[src/rtl/maxadcspi_target_pkg.sv]
// Shared encodings for the SPI config responder: FSM states, wishbone map
// and status bit positions.
package maxadcspi_target_pkg;

  typedef enum logic [1:0] {
    S_IDLE = 2'd0,
    S_ADDR = 2'd1,
    S_DATA = 2'd2
  } state_t;

  localparam logic [7:0] ADR_STATUS  = 8'h00;
  localparam logic [7:0] ADR_FCNT    = 8'h01;
  localparam logic [7:0] ADR_REGBASE = 8'h80;

  localparam int ST_BUSY      = 0;
  localparam int ST_FRAME_ERR = 1;
  localparam int ST_WR_SEEN   = 2;
  localparam int ST_OVERRUN   = 3;

  localparam int FRAME_BITS = 16;

endpackage

[src/rtl/maxadcspi_target_spi_input_sync.sv]
// Brings the asynchronous SPI pins into the clk domain and produces
// registered single-cycle edge strobes plus a mosi copy aligned to them.
module spi_input_sync #(
  parameter int SYNC_STAGES = 2
) (
  input  logic clk,
  input  logic rst,
  input  logic sclk,
  input  logic mosi,
  input  logic cs,
  output logic sclk_rise,
  output logic sclk_fall,
  output logic cs_fall,
  output logic cs_rise,
  output logic mosi_s
);

  logic [SYNC_STAGES-1:0] sclk_sync_reg;
  logic [SYNC_STAGES-1:0] mosi_sync_reg;
  logic [SYNC_STAGES-1:0] cs_sync_reg;
  logic sclk_hist_reg, mosi_hist_reg, cs_hist_reg;
  logic sclk_rise_reg, sclk_fall_reg, cs_fall_reg, cs_rise_reg;
  logic sclk_s, cs_s;

  assign sclk_s = sclk_sync_reg[SYNC_STAGES-1];
  assign cs_s   = cs_sync_reg[SYNC_STAGES-1];

  // cs chain resets high so a deselected bus never produces a false falling edge
  always_ff @(posedge clk or posedge rst) begin
    if (rst) begin
      sclk_sync_reg <= '0;
      mosi_sync_reg <= '0;
      cs_sync_reg   <= '1;
      sclk_hist_reg <= 1'b0;
      mosi_hist_reg <= 1'b0;
      cs_hist_reg   <= 1'b1;
      sclk_rise_reg <= 1'b0;
      sclk_fall_reg <= 1'b0;
      cs_fall_reg   <= 1'b0;
      cs_rise_reg   <= 1'b0;
    end else begin
      sclk_sync_reg <= {sclk_sync_reg[SYNC_STAGES-2:0], sclk};
      mosi_sync_reg <= {mosi_sync_reg[SYNC_STAGES-2:0], mosi};
      cs_sync_reg   <= {cs_sync_reg[SYNC_STAGES-2:0], cs};
      sclk_hist_reg <= sclk_s;
      mosi_hist_reg <= mosi_sync_reg[SYNC_STAGES-1];
      cs_hist_reg   <= cs_s;
      sclk_rise_reg <= sclk_s & ~sclk_hist_reg;
      sclk_fall_reg <= ~sclk_s & sclk_hist_reg;
      cs_fall_reg   <= ~cs_s & cs_hist_reg;
      cs_rise_reg   <= cs_s & ~cs_hist_reg;
    end
  end

  assign sclk_rise = sclk_rise_reg;
  assign sclk_fall = sclk_fall_reg;
  assign cs_fall   = cs_fall_reg;
  assign cs_rise   = cs_rise_reg;
  assign mosi_s    = mosi_hist_reg;

endmodule

[src/rtl/maxadcspi_target.sv]
// SPI mode-0 responder for 16-bit R/W+addr+data frames, backed by a small
// register file that is also visible on an 8-bit wishbone slave port.
module maxadcspi_target
  import maxadcspi_target_pkg::*;
#(
  parameter int SYNC_STAGES = 2,
  parameter int NUM_REGS    = 8
) (
  input  logic       clk,
  input  logic       rst,
  input  logic       sclk,
  input  logic       mosi,
  input  logic       cs,
  output logic       miso,
  output logic       miso_oe,
  input  logic       wb_stb_i,
  input  logic       wb_cyc_i,
  input  logic       wb_we_i,
  input  logic [7:0] wb_adr_i,
  input  logic [7:0] wb_dat_i,
  output logic [7:0] wb_dat_o,
  output logic       wb_ack_o
);

  localparam int IDX_W = (NUM_REGS > 1) ? $clog2(NUM_REGS) : 1;

  logic sclk_rise, sclk_fall, cs_fall, cs_rise, mosi_s;

  spi_input_sync #(.SYNC_STAGES(SYNC_STAGES)) u_sync (
    .clk       (clk),
    .rst       (rst),
    .sclk      (sclk),
    .mosi      (mosi),
    .cs        (cs),
    .sclk_rise (sclk_rise),
    .sclk_fall (sclk_fall),
    .cs_fall   (cs_fall),
    .cs_rise   (cs_rise),
    .mosi_s    (mosi_s)
  );

  state_t      state_reg;
  logic [4:0]  bit_cnt_reg;
  logic [7:0]  shift_in_reg;
  logic [7:0]  shift_out_reg;
  logic        rw_reg;
  logic [6:0]  addr_reg;
  logic        loaded_reg;
  logic        miso_reg, miso_oe_reg;
  logic        frame_err_reg, wr_seen_reg, overrun_reg;
  logic [7:0]  fcnt_reg;
  logic [7:0]  reg_file [NUM_REGS];

  logic        addr_in_range;
  logic        data_rise;
  logic        frame_done;
  logic        spi_commit;
  logic [7:0]  commit_dat;
  logic [7:0]  rd_val;
  logic        wb_wr;
  logic        aborted;

  assign addr_in_range = 32'(addr_reg) < NUM_REGS;
  assign data_rise     = (state_reg == S_DATA) && sclk_rise && !cs_rise;
  assign frame_done    = data_rise && (bit_cnt_reg == 5'(FRAME_BITS - 1));
  assign spi_commit    = frame_done && !rw_reg && addr_in_range;
  assign commit_dat    = {shift_in_reg[6:0], mosi_s};
  assign rd_val        = addr_in_range ? reg_file[addr_reg[IDX_W-1:0]] : 8'h00;
  assign wb_wr         = wb_stb_i && wb_cyc_i && wb_we_i;
  assign aborted       = cs_rise && (state_reg != S_IDLE);

  always_ff @(posedge clk or posedge rst) begin
    if (rst) begin
      state_reg     <= S_IDLE;
      bit_cnt_reg   <= '0;
      shift_in_reg  <= '0;
      shift_out_reg <= '0;
      rw_reg        <= 1'b0;
      addr_reg      <= '0;
      loaded_reg    <= 1'b0;
      miso_reg      <= 1'b0;
      miso_oe_reg   <= 1'b0;
    end else if (aborted) begin
      state_reg   <= S_IDLE;
      bit_cnt_reg <= '0;
      loaded_reg  <= 1'b0;
      miso_reg    <= 1'b0;
      miso_oe_reg <= 1'b0;
    end else begin
      case (state_reg)
        S_IDLE: begin
          bit_cnt_reg <= '0;
          loaded_reg  <= 1'b0;
          miso_oe_reg <= 1'b0;
          if (cs_fall) state_reg <= S_ADDR;
        end
        S_ADDR: begin
          if (sclk_rise) begin
            shift_in_reg <= {shift_in_reg[6:0], mosi_s};
            bit_cnt_reg  <= bit_cnt_reg + 5'd1;
            if (bit_cnt_reg == 5'd7) begin
              rw_reg    <= shift_in_reg[6];
              addr_reg  <= {shift_in_reg[5:0], mosi_s};
              state_reg <= S_DATA;
            end
          end
        end
        S_DATA: begin
          // the counter saturates at the frame length; later bits are dropped
          if (data_rise && (32'(bit_cnt_reg) < FRAME_BITS)) begin
            shift_in_reg <= commit_dat;
            bit_cnt_reg  <= bit_cnt_reg + 5'd1;
          end
          if (sclk_fall && rw_reg) begin
            if (!loaded_reg) begin
              shift_out_reg <= rd_val;
              miso_reg      <= rd_val[7];
              miso_oe_reg   <= 1'b1;
              loaded_reg    <= 1'b1;
            end else begin
              shift_out_reg <= {shift_out_reg[6:0], 1'b0};
              miso_reg      <= shift_out_reg[6];
            end
          end
        end
        default: state_reg <= S_IDLE;
      endcase
    end
  end

  // sticky flags: a same-cycle hardware set beats a wishbone clear
  always_ff @(posedge clk or posedge rst) begin
    if (rst) begin
      frame_err_reg <= 1'b0;
      wr_seen_reg   <= 1'b0;
      overrun_reg   <= 1'b0;
      fcnt_reg      <= '0;
    end else begin
      if (aborted && (32'(bit_cnt_reg) < FRAME_BITS))
        frame_err_reg <= 1'b1;
      else if (wb_wr && wb_adr_i == ADR_STATUS && wb_dat_i[ST_FRAME_ERR])
        frame_err_reg <= 1'b0;

      if (frame_done && !rw_reg)
        wr_seen_reg <= 1'b1;
      else if (wb_wr && wb_adr_i == ADR_STATUS && wb_dat_i[ST_WR_SEEN])
        wr_seen_reg <= 1'b0;

      if (data_rise && (32'(bit_cnt_reg) >= FRAME_BITS))
        overrun_reg <= 1'b1;
      else if (wb_wr && wb_adr_i == ADR_STATUS && wb_dat_i[ST_OVERRUN])
        overrun_reg <= 1'b0;

      if (frame_done) fcnt_reg <= fcnt_reg + 8'd1;
    end
  end

  generate
    for (genvar gi = 0; gi < NUM_REGS; gi++) begin : g_reg
      always_ff @(posedge clk or posedge rst) begin
        if (rst)
          reg_file[gi] <= '0;
        else if (spi_commit && addr_reg[IDX_W-1:0] == IDX_W'(gi))
          reg_file[gi] <= commit_dat;
        else if (wb_wr && wb_adr_i == ADR_REGBASE + 8'(gi))
          reg_file[gi] <= wb_dat_i;
      end
    end
  endgenerate

  always_comb begin
    wb_dat_o = 8'h00;
    if (wb_adr_i == ADR_STATUS) begin
      wb_dat_o[ST_BUSY]      = (state_reg != S_IDLE);
      wb_dat_o[ST_FRAME_ERR] = frame_err_reg;
      wb_dat_o[ST_WR_SEEN]   = wr_seen_reg;
      wb_dat_o[ST_OVERRUN]   = overrun_reg;
    end else if (wb_adr_i == ADR_FCNT) begin
      wb_dat_o = fcnt_reg;
    end else if (wb_adr_i[7] && (32'(wb_adr_i[6:0]) < NUM_REGS)) begin
      wb_dat_o = reg_file[wb_adr_i[IDX_W-1:0]];
    end
  end

  assign miso     = miso_reg;
  assign miso_oe  = miso_oe_reg;
  assign wb_ack_o = 1'b1;

endmodule

[config.mk]
export PLATFORM = sky130hd
export DESIGN_NAME = maxadcspi_target
export DESIGN_NICKNAME = d
export VERILOG_FILES = /design/src/rtl/maxadcspi_target_pkg.sv /design/src/rtl/maxadcspi_target_spi_input_sync.sv /design/src/rtl/maxadcspi_target.sv
export SDC_FILE = /design/constraint.sdc
export NUM_CORES = 1
export LEC_CHECK = 0
export ABC_AREA = 0
export BUFFER_PORTS_ARGS = -buffer_cell sky130_fd_sc_hd__buf_2
export CAP_MARGIN = 0
export CORE_ASPECT_RATIO = 1.2
export CORE_MARGIN = 1
export CORE_UTILIZATION = 35
export CTS_CLUSTER_SIZE = 14
export DETAILED_ROUTE_END_ITERATION = 12
export PLACE_DENSITY = 0.49
export SKIP_LAST_GASP = 1
export SLEW_MARGIN = 20
export SYNTH_ARGS = -nofsm -noshare
export SYNTH_HDL_FRONTEND = slang
export SYNTH_SLANG_ARGS = --single-unit
export TNS_END_PERCENT = 50
[constraint.sdc]
create_clock -name clk -period 3.7 [get_ports clk]
set_clock_uncertainty 0.05 [all_clocks]
set_input_delay 0 -clock clk [delete_from_list [all_inputs] [get_ports clk]]
set_output_delay 0 -clock clk [all_outputs]
set_load 0.05 [all_outputs]
Word-level counts from Yosys, hierarchy flattened
Index checks and enable logic that the tools add are counted.
{"block": "op_classes", "n_reduce_logical": 63, "n_mux": 57, "order_cmp": 6, "add_sub_neg": 2, "eq_ne": 29, "bitwise_logic": 11}
{"op": "2-to-1 mux 8 bit", "count": 23}
{"op": "== test 8 bit (second input constant)", "count": 8}
{"op": "binary-select mux 8 bit (select 3 bit)", "count": 2}
{"op": "logical AND 1 bit", "count": 33}
{"op": "nonzero test 2 bit", "count": 15}
{"op": "2-to-1 mux 7 bit", "count": 3}
{"op": "2-to-1 mux 1 bit", "count": 15}
{"op": "2-to-1 mux 5 bit", "count": 3}
{"op": "one-hot mux 5 bit (3 select lines)", "count": 1}
{"op": "less-than comparator 7 x 4 -> 1 bit (second input constant)", "count": 2}
{"op": "one-hot mux 7 bit (2 select lines)", "count": 1}
{"op": "== test 3 bit (second input constant)", "count": 4}
{"op": "!= test 3 x 2 -> 1 bit (second input constant)", "count": 4}
{"op": "AND reduction 4 bit", "count": 3}
{"op": "AND reduction 3 bit", "count": 3}
{"op": "adder 8 x 1 -> 8 bit (second input constant)", "count": 1}
{"op": "== test 8 x 1 -> 1 bit (second input constant)", "count": 1}
{"op": ">= comparator 4 bit (second input constant)", "count": 2}
{"op": "zero test 8 bit", "count": 1}
{"op": "2-to-1 mux 2 bit", "count": 4}
{"op": "2-to-1 mux 4 bit", "count": 2}
{"op": "inverter 3 -> 4 bit", "count": 2}
{"op": "== test 3 x 2 -> 1 bit (second input constant)", "count": 2}
{"op": "!= test 3 bit (second input constant)", "count": 2}
{"op": "20 further kinds", "count": 31}
{"block": "totals", "output_inout_bits": 11, "in_bits": 24, "wordCells": 199, "ff_bits": 120}

Logic depth before layout (Yosys ltp)
{"block": "logic_depth", "depth_word": 9, "ltp_mapped": 9, "mapped_depth_nobuf": 7}

By module
From an unflattened synthesis, not the netlist that was laid out.
{"block": "unflattened", "hier_cells": 634, "area_unflattened_um2": 6871.6}
{"module": "maxadcspi_target", "area_each_um2": 6503.7, "instances": 1, "cells_each": 616, "seq_area_each_um2": 2677.6}
{"module": "spi_input_sync", "area_each_um2": 367.9, "instances": 1, "cells_each": 18, "seq_area_each_um2": 329.1}

Worst setup path before layout
OpenSTA, ideal clock, no wires.
{"block": "synth_timing", "path_type": "register to register", "startpoint": "register state_reg[0]", "endpoint": "register reg_file[0] (netlist name)", "setup_ns": 0.134, "arrival_ns": 1.942, "stages_incl_launch_ff": 9, "t_required_ns": 3.516, "path_slack_ns": 1.575, "period_less_slack_ns": 2.125, "path_cell_list": "dfrtp_1 inv_1 ha_1 clkbuf_1 nand3b_1 or4_1 clkbuf_1 nor2_1 a21oi_1"}
{"block": "synth_via", "elab_chain_cells": 8, "elab_cells_between_ends": 9, "classes_between": "1 x eq/ne; 1 x mux; 7 x reduce/logical"}
{"item": "start: declaration", "line_no": "maxadcspi_target.sv:42", "source": "state_t state_reg;"}
{"item": "start signal: assignment", "line_no": "maxadcspi_target.sv:74", "source": "state_reg <= S_IDLE;"}
{"item": "start signal: assignment", "line_no": "maxadcspi_target.sv:84", "source": "state_reg <= S_IDLE;"}
{"item": "start signal: assignment", "line_no": "maxadcspi_target.sv:95", "source": "if (cs_fall) state_reg <= S_ADDR;"}
{"item": "== test 2 bit *", "line_no": "maxadcspi_target.sv:64", "source": "assign data_rise = (state_reg == S_DATA) && sclk_rise && !cs_rise;"}
{"item": "logical AND 1 bit * (2 in series)", "line_no": "maxadcspi_target.sv:64"}
{"item": "logical AND 1 bit *", "line_no": "maxadcspi_target.sv:65", "source": "assign frame_done = data_rise && (bit_cnt_reg == 5'(FRAME_BITS - 1));"}
{"item": "logical AND 1 bit * (2 in series)", "line_no": "maxadcspi_target.sv:66", "source": "assign spi_commit = frame_done && !rw_reg && addr_in_range;"}
{"item": "logical AND 1 bit *", "line_no": "maxadcspi_target.sv:163", "source": "else if (spi_commit && addr_reg[IDX_W-1:0] == IDX_W'(gi))"}
{"item": "2-to-1 mux 8 bit or nonzero test 2 bit (tied branches)"}
{"item": "end signal: indexed assignment", "line_no": "maxadcspi_target.sv:164", "source": "reg_file[gi] <= commit_dat;"}
{"item": "end signal: indexed assignment", "line_no": "maxadcspi_target.sv:166", "source": "reg_file[gi] <= wb_dat_i;"}
{"item": "end: declaration", "line_no": "maxadcspi_target.sv:52", "source": "logic [7:0] reg_file [NUM_REGS];"}
Mark *: on every way between the ends. The rest lies on a longest branch, timed or not.
A chain may end at the register's enable or synchronous reset.

Final worst setup path
{"block": "layout_timing", "startpoint": "register bit_cnt_reg[0]", "endpoint": "register reg_file[56] (netlist name)"}
{"block": "layout_via", "elab_chain_cells": 6, "elab_cells_between_ends": 7, "classes_between": "1 x eq/ne; 1 x mux; 5 x reduce/logical"}
{"item": "start: declaration", "line_no": "maxadcspi_target.sv:43", "source": "logic [4:0] bit_cnt_reg;"}
{"item": "start signal: assignment", "line_no": "maxadcspi_target.sv:100", "source": "bit_cnt_reg <= bit_cnt_reg + 5'd1;"}
{"item": "start signal: assignment", "line_no": "maxadcspi_target.sv:112", "source": "bit_cnt_reg <= bit_cnt_reg + 5'd1;"}
{"item": "== test 5 x 4 -> 1 bit *", "line_no": "maxadcspi_target.sv:65"}
{"item": "logical AND 1 bit *", "line_no": "maxadcspi_target.sv:65"}
{"item": "logical AND 1 bit * (2 in series)", "line_no": "maxadcspi_target.sv:66"}
{"item": "logical AND 1 bit *", "line_no": "maxadcspi_target.sv:163"}
{"item": "2-to-1 mux 8 bit or nonzero test 2 bit (tied branches)"}
Marked as above.

==> results.md <==
- Commonest non-fill, non-tap cells in the layout: dfrtp_1, nor2_1, mux2i_1, a21oi_1, buf_2
- DR DRC count: 0
- Worst-path maximum fanout: 16
- Clock tree buffer depth: 2
- Arr. time, crit path: ~3100 ps
- Nets: a little under 700
- Synth Area in Adders: 0.0147
- Htree depth: 4
- Final Hold Viols: 0
- Kind of start point of the critical path: flop
- Post-Syn Instances: 623
- Max_slew headroom: 0.347
- Overflow after GRT: 0
- # setup viols final: 0
- Post-Synth XOR/XNOR Area: 0.00901
- Max reg flops: 64
- Primary FF master, synth: dfrtp_1
- Max-cap violations: 0
- Share of cells above drive strength 1: 0.213
- RSZ-0062 raised after global routing: no
- Synth Cell Area: approximately 6800 sq um
- Fillcell total: approximately 1800
- CTS tree: done
- First-pass GRT wire length: about 31 mm
- Pwr Density: between 400 and 500 nW/um^2
- Via count of the first global-routing pass: 5229
- DRT Wirelength: around 20 mm
- Mux share of post-synthesis cell area: 0.251
- Synth cell types: 54
- Die H: about 150 microns
- TNS Setup: 0 ps
- Post-synth ARST share: 1.00
- Wire per inst: about 22 microns
- Pre-antenna DRT Iters: 5
- CTS Hold Bufs: 12
- Compound-Gate Fraction of Synth Area: 0.101
- Root Buffer: clkbuf_16
- Post-Synth Simple-Gate Area: 0.150
- Pre-CTS setup slack: 886 ps
- Pin count of the biggest net entering global routing: roughly 70
- P_leak: 3.55 nW
- IO buf count: 33
- Initial Util: 0.360
- Layout area overhead: 15.3%
- Crit Path Class: reg2reg
- Sequential area share after synthesis: 0.442
- Vias per cell: ~5.6
- Period utilization: 0.771
- Min-Delay Path Class: in2reg
- Drt initial violations: 367
- #FFs+latches synth: between 100 and 150
- Post-synth EDFFs: 0
- Critical Path Sink Type: flop
- Post-DP HPWL: ~13 mm
- Slew Limit Fails: 0
- Largest family of logic cells by synthesized area: multiplexers
- Die area: about 20000 sq um
- Routability congestion estimate: 0.820
- CP Data Required Time: a little under 4000 ps
- Max frequency: about 350 MHz
- Status: finished, final reports clean
- Worst-margin pin slew: between 900 and 1000 ps
- Core Area: 18900 sq um
- Row cnt: 55
- Final worst slack: 847 ps
- Routed Antenna Nets: 0
- Syn Nets: about 660
- Diodes inserted: 0
- Tmin final: about 2900 ps
- YS warnings: 0
- Total vias in the final route: approximately 5100
- Post-CTS setup buffer count: 0
- Initial antenna violation count: 0
- Commonest non-fill, non-tap cell in the layout: dfrtp_1
- Io pins: 35
- Cts bufs inserted: 17
- Syn_area_per_cell: roughly 11 sq um
- Clock slew at reported path FFs: approximately 60 ps
- Chip width: approximately 130 microns
- TritonCTS Sinks: 120
- Skew-Pair Late Insertion Delay: ~420 ps
- Total GRT Usage: 0.217
- Post_cts resized: 0
- Peak VDD IR: roughly 0.00028 V
==> synthesized netlist by cell type (all sizes together), types with 2 or more instances <==
cell type | count | share of area
a22oi | 7 | 0.0077
clkbuf | 24 | 0.013
o211ai | 3 | 0.0033
and3b | 7 | 0.0090
mux2 | 22 | 0.036
a221o | 3 | 0.0044
xnor2 | 7 | 0.0090
nand3 | 15 | 0.011
buf | 22 | 0.015
mux4 | 31 | 0.10
nand2b | 6 | 0.0055
a21oi | 74 | 0.054
nor3b | 8 | 0.0088
mux2i | 76 | 0.11
a211o | 2 | 0.0026
nor2b | 11 | 0.010
nor4 | 4 | 0.0055
a22o | 3 | 0.0039
or4 | 2 | 0.0028
inv | 8 | 0.0044
o21ai | 11 | 0.0081
and3 | 7 | 0.0064
nand2 | 16 | 0.0088
ha | 8 | 0.015
nor3 | 3 | 0.0029
nor2 | 80 | 0.044
o31ai | 3 | 0.0033
dfrtp | 117 | 0.43
dfstp | 3 | 0.012
nand3b | 4 | 0.0044
a31oi | 2 | 0.0018
nand4 | 20 | 0.025
==> routing by layer <==
metal | GRT usage | vias to the layer above | wire [microns]
li1 | - | 2343 | -
met1 | 0.271 | 2610 | 8340
met2 | 0.361 | 151 | 10100
met3 | 0.0457 | 37 | 928
met4 | 0.0919 | 0 | 699
met5 | 0 | - | 0
==> area by class of cell <==
class / instances / area (sq um) / area share
clock buffer: 24 / 502 / 0.0639
clock inverter: 7 / 67.6 / 0.00861
inverter: 8 / 32.5 / 0.00414
multi-input combinational: 449 / 3580 / 0.457
sequential: 120 / 3010 / 0.383
tap: 256 / 320 / 0.0408
timing repair buffer: 50 / 335 / 0.0427
==> logic make-up (layout without fill, tap and decap cells) <==
| group | count (synthesis) | after routing |
|---|---|---|
| adder cells (fa/ha/maj) | 8 | 8 |
| other | 1 | 1 |
| buffers and inverters | 54 | 89 |
| AO/OA/AOI/OAI | 116 | 116 |
| multiplexers | 129 | 129 |
| AND/OR/NAND/NOR | 188 | 188 |
| flip-flops | 120 | 120 |
| XOR/XNOR | 7 | 7 |
==> power by group <==
part           internal (W)  switching [W]  total [W]  leakage (nW)
logic              0.000219       0.000312   0.000531          1.98
registers           0.00139       0.000177    0.00157          1.30
clock network       0.00100       0.000589    0.00159         0.274
==> critical path, cell delays in order, from the launching register on <==
cell and delay [ps]:
dfrtp_1 390, ha_1 230, and3_1 180, ha_1 230, nor2b_1 480, nand4_1 780, nor2_1 280, a21oi_1 60
==> metrics by stage <==
stage	total power, W	hold slack [ps]	instances	cell area, sq um	utilization
floorplan	0.00194	-45.5	623	6810	-
global placement	0.00209	54.7	871	7160	0.378
detailed placement	0.00211	56.6	871	7160	0.378
CTS	0.00372	162	914	7850	0.415
global route	0.00386	171	914	7850	0.415
finish	0.00369	175	914	7850	0.415
==> final timing paths <==
kind / startpoint / end / slack (ps) / cells past startpoint
max in group asynchronous: rst / reg_file[34] / 2510 / 4
worst min-delay path: mosi / u_sync.mosi_sync_reg[0] / 170 / 2
min in group asynchronous: rst / u_sync.mosi_sync_reg[0] / 270 / 3
worst max-delay path: bit_cnt_reg[0] / reg_file[56] / 850 / 7
worst max register to register: bit_cnt_reg[0] / reg_file[56] / 850 / 7
worst min register to register: u_sync.sclk_sync_reg[0] / u_sync.sclk_sync_reg[1] / 290 / 0
(Power assumes the default switching activity.)
